`src/rtl/hv_wdg_reg_scan_pkg.sv`:
```
// Widths, CRC-8 polynomial and scanner FSM encoding shared by the register-watchdog scan path.
package hv_wdg_reg_scan_pkg;

  localparam int REG_AW    = 7;
  localparam int REG_DW    = 8;
  localparam int REG_CRC_W = 8;

  localparam logic [REG_CRC_W-1:0] CRC8_POLY = 8'h07;

  typedef enum logic [1:0] {IDLE, REQ, CHK, INTV} wdg_scan_st_e;

  typedef struct packed {
    logic [REG_DW-1:0]    data;
    logic [REG_CRC_W-1:0] crc;
  } rd_rsp_t;

  // One MSB-first shift of a non-reflected CRC-8 register.
  function automatic logic [REG_CRC_W-1:0] crc8_step(input logic [REG_CRC_W-1:0] crc,
                                                     input logic                 din);
    logic fb;
    fb = crc[REG_CRC_W-1] ^ din;
    return {crc[REG_CRC_W-2:0], 1'b0} ^ (fb ? CRC8_POLY : '0);
  endfunction

endpackage

```
`src/rtl/hv_wdg_reg_scan_if.sv`:
```
// Watchdog-scan read port between the scanner (master) and the register access controller (slave).
interface hv_wdg_reg_scan_if;

  logic                                       o_wdg_scan_rac_rd_req;
  logic [hv_wdg_reg_scan_pkg::REG_AW-1:0]     o_wdg_scan_rac_addr;
  logic                                       i_rac_wdg_scan_ack;
  logic [hv_wdg_reg_scan_pkg::REG_DW-1:0]     i_rac_wdg_scan_data;
  logic [hv_wdg_reg_scan_pkg::REG_CRC_W-1:0]  i_rac_wdg_scan_crc;

  modport master (
    output o_wdg_scan_rac_rd_req,
    output o_wdg_scan_rac_addr,
    input  i_rac_wdg_scan_ack,
    input  i_rac_wdg_scan_data,
    input  i_rac_wdg_scan_crc
  );

  modport slave (
    input  o_wdg_scan_rac_rd_req,
    input  o_wdg_scan_rac_addr,
    output i_rac_wdg_scan_ack,
    output i_rac_wdg_scan_data,
    output i_rac_wdg_scan_crc
  );

endinterface

```
`src/rtl/hv_reg_crc_gen.sv`:
```
// Combinational CRC-8 (poly 0x07, init 0, no reflection, no final XOR) over REG_DW data bits, MSB first.
// Zero latency; no handshake.
module hv_reg_crc_gen
  import hv_wdg_reg_scan_pkg::*;
(
  input  logic [REG_DW-1:0]    data_i,
  output logic [REG_CRC_W-1:0] crc_o
);

  logic [REG_CRC_W-1:0] acc;

  always_comb begin
    acc = '0;
    for (int i = REG_DW - 1; i >= 0; i--) begin
      acc = crc8_step(acc, data_i[i]);
    end
    crc_o = acc;
  end

endmodule

```
`src/rtl/hv_wdg_reg_scan.sv`:
```
// Periodic read-only CRC scan of a register window via the rac wdg-scan port; flags CRC mismatch / ack timeout.
// One read outstanding; req held until ack or ACK_TO cycles; all outputs registered (pulses one cycle after CHK/timeout).
// Optional saturating error counter enabled by defining HV_WDG_SCAN_ERR_CNT_EN.
module hv_wdg_reg_scan
  import hv_wdg_reg_scan_pkg::*;
#(
  parameter logic [REG_AW-1:0] SCAN_START = 7'h00,
  parameter logic [REG_AW-1:0] SCAN_END   = 7'h03,
  parameter int unsigned       SCAN_INTV  = 16,
  parameter int unsigned       ACK_TO     = 8
) (
  input  logic                     i_clk,
  input  logic                     i_rst,
  input  logic                     i_scan_en,
  hv_wdg_reg_scan_if.master        rac,
  output logic                     o_scan_crc_err,
  output logic                     o_scan_to_err,
  output logic [REG_AW-1:0]        o_scan_err_addr,
  output logic                     o_scan_pass_done,
  output logic [7:0]               o_scan_err_cnt,
  input  logic                     i_scan_err_cnt_clr
);

  localparam int INTV_W = $clog2(SCAN_INTV + 1);
  localparam int TO_W   = $clog2(ACK_TO + 1);
  localparam logic [INTV_W-1:0] INTV_LAST = INTV_W'(SCAN_INTV - 1);
  localparam logic [TO_W-1:0]   TO_LAST   = TO_W'(ACK_TO - 1);

  wdg_scan_st_e         state_q, state_d;
  logic [REG_AW-1:0]    addr_q, addr_d;
  logic                 req_q, req_d;
  logic [TO_W-1:0]      to_cnt_q, to_cnt_d;
  logic [INTV_W-1:0]    intv_cnt_q, intv_cnt_d;
  rd_rsp_t              rsp_q, rsp_d;
  logic                 to_hit_q, to_hit_d;
  logic                 crc_err_q, crc_err_d;
  logic                 to_err_q, to_err_d;
  logic [REG_AW-1:0]    err_addr_q, err_addr_d;
  logic                 pass_done_q, pass_done_d;
  logic [REG_CRC_W-1:0] crc_calc;

  hv_reg_crc_gen u_crc (
    .data_i (rsp_q.data),
    .crc_o  (crc_calc)
  );

  always_comb begin
    state_d     = state_q;
    addr_d      = addr_q;
    req_d       = req_q;
    to_cnt_d    = to_cnt_q;
    intv_cnt_d  = intv_cnt_q;
    rsp_d       = rsp_q;
    to_hit_d    = to_hit_q;
    crc_err_d   = 1'b0;
    to_err_d    = 1'b0;
    err_addr_d  = err_addr_q;
    pass_done_d = 1'b0;

    unique case (state_q)
      IDLE: begin
        if (i_scan_en) begin
          addr_d   = SCAN_START;
          to_cnt_d = '0;
          req_d    = 1'b1;
          state_d  = REQ;
        end
      end
      REQ: begin
        // An ack in the final timeout cycle still counts as a good read.
        if (rac.i_rac_wdg_scan_ack) begin
          rsp_d.data = rac.i_rac_wdg_scan_data;
          rsp_d.crc  = rac.i_rac_wdg_scan_crc;
          to_hit_d   = 1'b0;
          req_d      = 1'b0;
          state_d    = CHK;
        end else if (to_cnt_q == TO_LAST) begin
          to_err_d   = 1'b1;
          err_addr_d = addr_q;
          to_hit_d   = 1'b1;
          req_d      = 1'b0;
          state_d    = CHK;
        end else begin
          to_cnt_d = to_cnt_q + 1'b1;
        end
      end
      CHK: begin
        if (!to_hit_q && (crc_calc != rsp_q.crc)) begin
          crc_err_d  = 1'b1;
          err_addr_d = addr_q;
        end
        if (addr_q == SCAN_END) begin
          pass_done_d = 1'b1;
          intv_cnt_d  = '0;
          state_d     = INTV;
        end else begin
          addr_d   = addr_q + 1'b1;
          to_cnt_d = '0;
          req_d    = 1'b1;
          state_d  = REQ;
        end
      end
      INTV: begin
        if (intv_cnt_q == INTV_LAST) begin
          addr_d   = SCAN_START;
          to_cnt_d = '0;
          req_d    = 1'b1;
          state_d  = REQ;
        end else begin
          intv_cnt_d = intv_cnt_q + 1'b1;
        end
      end
      default: state_d = IDLE;
    endcase

    // Disable aborts silently from any state: no pulses, error address kept.
    if (!i_scan_en) begin
      state_d     = IDLE;
      req_d       = 1'b0;
      crc_err_d   = 1'b0;
      to_err_d    = 1'b0;
      pass_done_d = 1'b0;
      err_addr_d  = err_addr_q;
    end
  end

  always_ff @(posedge i_clk) begin
    if (i_rst) begin
      state_q     <= IDLE;
      addr_q      <= SCAN_START;
      req_q       <= 1'b0;
      to_cnt_q    <= '0;
      intv_cnt_q  <= '0;
      rsp_q       <= '0;
      to_hit_q    <= 1'b0;
      crc_err_q   <= 1'b0;
      to_err_q    <= 1'b0;
      err_addr_q  <= '0;
      pass_done_q <= 1'b0;
    end else begin
      state_q     <= state_d;
      addr_q      <= addr_d;
      req_q       <= req_d;
      to_cnt_q    <= to_cnt_d;
      intv_cnt_q  <= intv_cnt_d;
      rsp_q       <= rsp_d;
      to_hit_q    <= to_hit_d;
      crc_err_q   <= crc_err_d;
      to_err_q    <= to_err_d;
      err_addr_q  <= err_addr_d;
      pass_done_q <= pass_done_d;
    end
  end

  assign rac.o_wdg_scan_rac_rd_req = req_q;
  assign rac.o_wdg_scan_rac_addr   = addr_q;
  assign o_scan_crc_err            = crc_err_q;
  assign o_scan_to_err             = to_err_q;
  assign o_scan_err_addr           = err_addr_q;
  assign o_scan_pass_done          = pass_done_q;

`ifdef HV_WDG_SCAN_ERR_CNT_EN
  logic [7:0] err_cnt_q, err_cnt_d;

  // Counts from the same next-state pulses so the count and the pulse appear together.
  always_comb begin
    err_cnt_d = err_cnt_q;
    if (i_scan_err_cnt_clr) begin
      err_cnt_d = '0;
    end else if ((crc_err_d || to_err_d) && (err_cnt_q != 8'hFF)) begin
      err_cnt_d = err_cnt_q + 8'd1;
    end
  end

  always_ff @(posedge i_clk) begin
    if (i_rst) begin
      err_cnt_q <= '0;
    end else begin
      err_cnt_q <= err_cnt_d;
    end
  end

  assign o_scan_err_cnt = err_cnt_q;
`else
  logic unused_err_cnt_clr;
  assign unused_err_cnt_clr = i_scan_err_cnt_clr;
  assign o_scan_err_cnt     = '0;
`endif

endmodule

```
`src/flat_wrapper.sv`:
```
// flat-port wrapper written by rule: the top's interface ports become plain ports
module hv_wdg_reg_scan_flat import hv_wdg_reg_scan_pkg::*;
#(
  parameter logic [REG_AW-1:0] SCAN_START = 7'h00,
  parameter logic [REG_AW-1:0] SCAN_END   = 7'h03,
  parameter int unsigned       SCAN_INTV  = 16,
  parameter int unsigned       ACK_TO     = 8
)
  (i_clk, i_rst, i_scan_en, o_scan_crc_err, o_scan_to_err, o_scan_err_addr, o_scan_pass_done, o_scan_err_cnt, i_scan_err_cnt_clr, rac_o_wdg_scan_rac_rd_req, rac_o_wdg_scan_rac_addr, rac_i_rac_wdg_scan_ack, rac_i_rac_wdg_scan_data, rac_i_rac_wdg_scan_crc);
  hv_wdg_reg_scan_if rac_i ();
  input  logic i_clk;
  input  logic i_rst;
  input  logic i_scan_en;
  output logic o_scan_crc_err;
  output logic o_scan_to_err;
  output logic [REG_AW-1:0] o_scan_err_addr;
  output logic o_scan_pass_done;
  output logic [7:0] o_scan_err_cnt;
  input  logic i_scan_err_cnt_clr;
  output wire logic [$bits(rac_i.o_wdg_scan_rac_rd_req)-1:0] rac_o_wdg_scan_rac_rd_req;
  output wire logic [$bits(rac_i.o_wdg_scan_rac_addr)-1:0] rac_o_wdg_scan_rac_addr;
  input wire logic [$bits(rac_i.i_rac_wdg_scan_ack)-1:0] rac_i_rac_wdg_scan_ack;
  input wire logic [$bits(rac_i.i_rac_wdg_scan_data)-1:0] rac_i_rac_wdg_scan_data;
  input wire logic [$bits(rac_i.i_rac_wdg_scan_crc)-1:0] rac_i_rac_wdg_scan_crc;
  assign rac_o_wdg_scan_rac_rd_req = rac_i.o_wdg_scan_rac_rd_req;
  assign rac_o_wdg_scan_rac_addr = rac_i.o_wdg_scan_rac_addr;
  assign rac_i.i_rac_wdg_scan_ack = rac_i_rac_wdg_scan_ack;
  assign rac_i.i_rac_wdg_scan_data = rac_i_rac_wdg_scan_data;
  assign rac_i.i_rac_wdg_scan_crc = rac_i_rac_wdg_scan_crc;
  hv_wdg_reg_scan #(.SCAN_START(SCAN_START), .SCAN_END(SCAN_END), .SCAN_INTV(SCAN_INTV), .ACK_TO(ACK_TO)) u_core (.i_clk(i_clk), .i_rst(i_rst), .i_scan_en(i_scan_en), .rac(rac_i), .o_scan_crc_err(o_scan_crc_err), .o_scan_to_err(o_scan_to_err), .o_scan_err_addr(o_scan_err_addr), .o_scan_pass_done(o_scan_pass_done), .o_scan_err_cnt(o_scan_err_cnt), .i_scan_err_cnt_clr(i_scan_err_cnt_clr));
endmodule
```
`config.mk`:
```
export PLATFORM = sky130hd
export DESIGN_NAME = hv_wdg_reg_scan_flat
export DESIGN_NICKNAME = d
export VERILOG_FILES = /design/src/rtl/hv_wdg_reg_scan_pkg.sv /design/src/rtl/hv_wdg_reg_scan_if.sv /design/src/rtl/hv_reg_crc_gen.sv /design/src/rtl/hv_wdg_reg_scan.sv /design/src/flat_wrapper.sv
export SDC_FILE = /design/constraint.sdc
export NUM_CORES = 1
export LEC_CHECK = 0
export ABC_CLOCK_PERIOD_IN_PS = 3800
export CAP_MARGIN = 0
export CORE_UTILIZATION = 60
export DETAILED_ROUTE_END_ITERATION = 7
export DONT_BUFFER_PORTS = 1
export HOLD_SLACK_MARGIN = 0.1
export PLACE_DENSITY = 0.76
export SLEW_MARGIN = 20
export SYNTH_ARGS = -nofsm -noshare
export SYNTH_HDL_FRONTEND = slang
export SYNTH_HIERARCHICAL = 1
export SYNTH_SLANG_ARGS = --single-unit
```
`constraint.sdc`:
```
create_clock -name i_clk -period 3.8 [get_ports i_clk]
set_input_delay 1.14 -clock i_clk [delete_from_list [all_inputs] [get_ports i_clk]]
set_output_delay 1.14 -clock i_clk [all_outputs]
set_load 0.02 [all_outputs]
```
==> results summary <==
The run finished with clean final reports. After the first detailed-routing iteration, the DRC count stood at 90. The sink count of the clock tree came out at 46. The most used flip-flop cell after synthesis is sky130_fd_sc_hd__dfxtp_1. Net switching is 24.47% of the power. The flop-to-flop setup slack came out at 1640 ps. The fraction of registers with async set/reset is 0%. The portion of total power attributed to sequential cells came out at 56.5%.

The maximum number of pins on one net before global-route repair is 38. The final count of pins violating max slew came out at 0. The fraction of layout instances using a drive strength above 1 came out at 5.725%. The floorplan die width came out at 63.88 um. The headroom to the max-slew limit is 54.44%. The HPWL reported at the end of detailed placement is 2910 um. By area the synthesized netlist is led by sky130_fd_sc_hd__dfxtp_1 40%, sky130_fd_sc_hd__xnor2_1 7.2%, sky130_fd_sc_hd__nand2_1 7.2%. The leakage power total came out at 0.8994 nW. The worst endpoint required time came out at 3980 ps. The final clock skew came out at 5.753 ps.

The cell depth of the worst hold path is 2. The final number of setup-violating endpoints came out at 0. The count of cells resized by post-cts repair is 0. The number of antenna violations at the first check in global routing is 0.

The via total after detailed routing came out at roughly 1600. The TritonCTS buffer count came out at 5. The final net count came out at 291. The number of unique standard cell types used by synthesis came out at 42. The setup path with the least slack is of type in2reg. The worst register-to-register path ends at u_core/to_cnt_q[2]. Sorting the synthesized cells by how often they occur yields 46 x sky130_fd_sc_hd__dfxtp_1, 44 x sky130_fd_sc_hd__nand2_1, 21 x sky130_fd_sc_hd__nor2_1.

The data arrival time of the worst path is 2380 ps. The first TritonRoute pass finished after 5 iterations. The site row count is 22.

The leftover overflow at the end of global routing came out at 0. The clock network latency to the later pin of the worst-skew pair is 290 ps. The count of buffers added by post-CTS timing repair for setup is 0. The maximum frequency from static timing analysis is 454.3 MHz. The clock period minus worst slack came out at 2201 ps. The total standard cell area after synthesis is 2297 um^2. The accumulated negative setup slack came out at 0 ps.

The length in cells of the worst reg-to-reg path came out at 7. The detailed-route vias per instance is roughly 5.3. In this run, synthesis inferred 0 flip-flops with an integrated enable. For hold timing, the worst endpoint is u_core/rsp_q[4]. The post-cts hold buffer count is 0.

The count of unresolved DRC violations after routing is 0. The cell family contributing the most delay on the critical path is simple AND/OR/NAND/NOR gates. Across the run, the number of max-cap violations was 0.

The number of global-route vias before repair is 1429. Summed over all layers, the routed wires come to 4013 um. Setup slack closes at 1599 ps. In this run the worst hold path is classified as reg2reg. After detailed routing, the average wire length per cell comes to 12.95 um. In this run, the clock network consumes 34.2% of the power.

Yosys printed 6 warnings. The starting utilization of the core area is 62.75%. The total global routing track utilization came out at 20.36%. Synthesis inferred 46 register bits.

The H-tree depth came out at 2. At the end of routability-driven placement, the weighted congestion stood at 0.7947. Walking the worst path, the cells encountered are and2_1 > nor4_2 > nand3_1 > xor2_1 > nor2_1. The switching power of the nets is 0.2174 mW. The worst setup path is captured at a register. The worst slack at placement came out at about 1300 ps. The most area-hungry cell type in the Yosys netlist is sky130_fd_sc_hd__dfxtp_1.

The areal power density over the cells came out at 375.0 nW/um^2. Synthesis produced 266 cells. The actual transition at the worst max-transition pin is 683.4 ps. The vertical die dimension is ~64 um. The type of origin of the critical path is an input pin. The I/O pin count is 47. The startpoint identified for the worst hold timing path is u_core/rsp_q[4].

The average footprint of a synthesized cell is 8.636 um^2. Setup repair after global routing left no endpoint under its margin. The area growth from synthesis to final layout came out at 3.105%. Buffers placed on the I/O ports in this run total 0. The startpoint identified for the worst register-to-register timing path is u_core/state_q[1]. The area fraction of the dominant cell type after synthesis is roughly 40%. Clock-pin slew was measured on the worst setup and hold paths at around 80 ps.

Counting along the longest clock path gives a buffer depth of 2. The worst-path maximum fanout came out at 18. The final count of hold timing violations is 0. The diode insertion count for antenna repair came out at 0. The library cell with the highest instance count after synthesis is sky130_fd_sc_hd__dfxtp_1. The cell internal power dissipation came out at 0.6709 mW. The slowest stage of the critical path is the sky130_fd_sc_hd__nor4_2 cell. The clock tree from TritonCTS is built.

For this run, the slowest stage of the critical path takes around 500 ps. The area of the core came out at approximately 3700 um^2. The tree is rooted in a sky130_fd_sc_hd__clkbuf_8.

The worst supply voltage drop on vdd came out at 266.5 uV. The die area is between 4000 and 5000 um^2. The detail route stage leaves a number of antenna-violating nets equal to 0. The logic gate share of total power came out at 9.3%.

The worst path buffer plus inverter count is 0. The worst path uses 57.93% of the clock period. Of the synthesized area, sequential elements account for between 40% and 50%. The global-route wire length before repair is 6486 um.
-- stage by stage --
stage	hold WS (ps)	instance area (um^2)	power (mW)	utilization (%)	std cells
final	463.5	2369	0.8883	64.70	310
after floorplan	444.4	2323	0.5935	-	273
after global placement	449.2	2273	0.5941	62.10	302
after global routing	488.0	2369	0.9291	64.70	310
after detailed placement	453.0	2273	0.5965	62.10	302
after CTS	464.9	2369	0.8974	64.70	310
-- final cells by class --
cell class,count,area (um^2)
clock buffers,6,82.58
clock inverters,2,12.51
fillers,328,1292
inverters,7,26.28
multi-input cells,201,1266
flip-flops and latches,46,920.9
well taps,48,60.06
-- cell families (layout without fill, tap and decap cells) --
group	count (synthesis)	count (layout)	synth area share (%)
AND/OR/NAND/NOR	113	113	24.24
flip-flops	46	46	40.09
XOR/XNOR	32	32	12.85
AO/OA/AOI/OAI	31	31	8.334
buffers and inverters	26	15	5.937
adder cells (fa/ha/maj)	9	9	4.902
multiplexers	8	8	3.486
other	1	8	0.1632
-- how the worst max path moves through the flow --
stage,start,end,slack (ps),cells after the start
2_1_floorplan,rac_i_rac_wdg_scan_ack,u_core/to_cnt_q[3],1550,6
3_3_place_gp,rac_i_rac_wdg_scan_ack,u_core/to_cnt_q[3],1360,5
3_5_place_dp,rac_i_rac_wdg_scan_ack,u_core/to_cnt_q[3],1310,5
4_1_cts,rac_i_rac_wdg_scan_ack,u_core/to_cnt_q[3],1620,5
5_1_grt,u_core/state_q[1],u_core/to_cnt_q[2],1450,7
6_report,rac_i_rac_wdg_scan_ack,u_core/to_cnt_q[2],1600,5
-- flip-flops by register name (all words and copies together), names as in the netlist, 2 cells and up --
signal / cells
u_core/to_cnt_q: 4
u_core/rsp_q: 16
u_core/intv_cnt_q: 5
u_core/o_scan_err_addr: 7
u_core/state_q: 2
u_core/rac.o_wdg_scan_rac_addr: 7
-- cell usage in the layout (no fill, tap or decap), types with 2 or more instances in the layout --
cell type / instances
sky130_fd_sc_hd__a31oi_1: 2
sky130_fd_sc_hd__nor2b_1: 2
sky130_fd_sc_hd__ha_1: 9
sky130_fd_sc_hd__mux2i_1: 8
sky130_fd_sc_hd__a21oi_1: 19
sky130_fd_sc_hd__nand2_1: 44
sky130_fd_sc_hd__dfxtp_1: 46
sky130_fd_sc_hd__and2_1: 3
sky130_fd_sc_hd__nor2_1: 21
sky130_fd_sc_hd__and3_1: 3
sky130_fd_sc_hd__conb_1: 8
sky130_fd_sc_hd__nand4_1: 6
sky130_fd_sc_hd__inv_1: 7
sky130_fd_sc_hd__xnor2_1: 19
sky130_fd_sc_hd__xor2_1: 11
sky130_fd_sc_hd__clkbuf_8: 6
sky130_fd_sc_hd__nand3_1: 7
sky130_fd_sc_hd__nand2b_1: 16
sky130_fd_sc_hd__nor3_1: 3
-- power groups by stage --
stage                     registers [mW]  clock network [mW]  logic (mW)
after floorplan                    0.512                   0      0.0817
after global placement             0.514                   0      0.0805
after detailed placement           0.514                   0      0.0827
after CTS                          0.502               0.312      0.0833
after global routing               0.504               0.334      0.0914
final                              0.502               0.303      0.0826
-- layer usage --
| layer | track usage, % | part of all wire (%) | vias to the layer above |
|---|---|---|---|
| met4 | 5.114 | 0.25 | 0 |
| met1 | 26.76 | 48 | 760 |
| met2 | 32.71 | 48 | 30 |
| met5 | 0 | 0 | - |
| li1 | - | - | 851 |
| met3 | 5.714 | 4.1 | 2 |
-- worst reg2reg max path, stage by stage, from the launching register on --
cell and delay (ps):
sky130_fd_sc_hd__dfxtp_1 360, sky130_fd_sc_hd__inv_1 90, sky130_fd_sc_hd__ha_1 300, sky130_fd_sc_hd__and2_1 410
sky130_fd_sc_hd__nor4_2 500, sky130_fd_sc_hd__nand3_1 150, sky130_fd_sc_hd__xor2_1 170, sky130_fd_sc_hd__nor2_1 60
(Power assumes the default switching activity.)
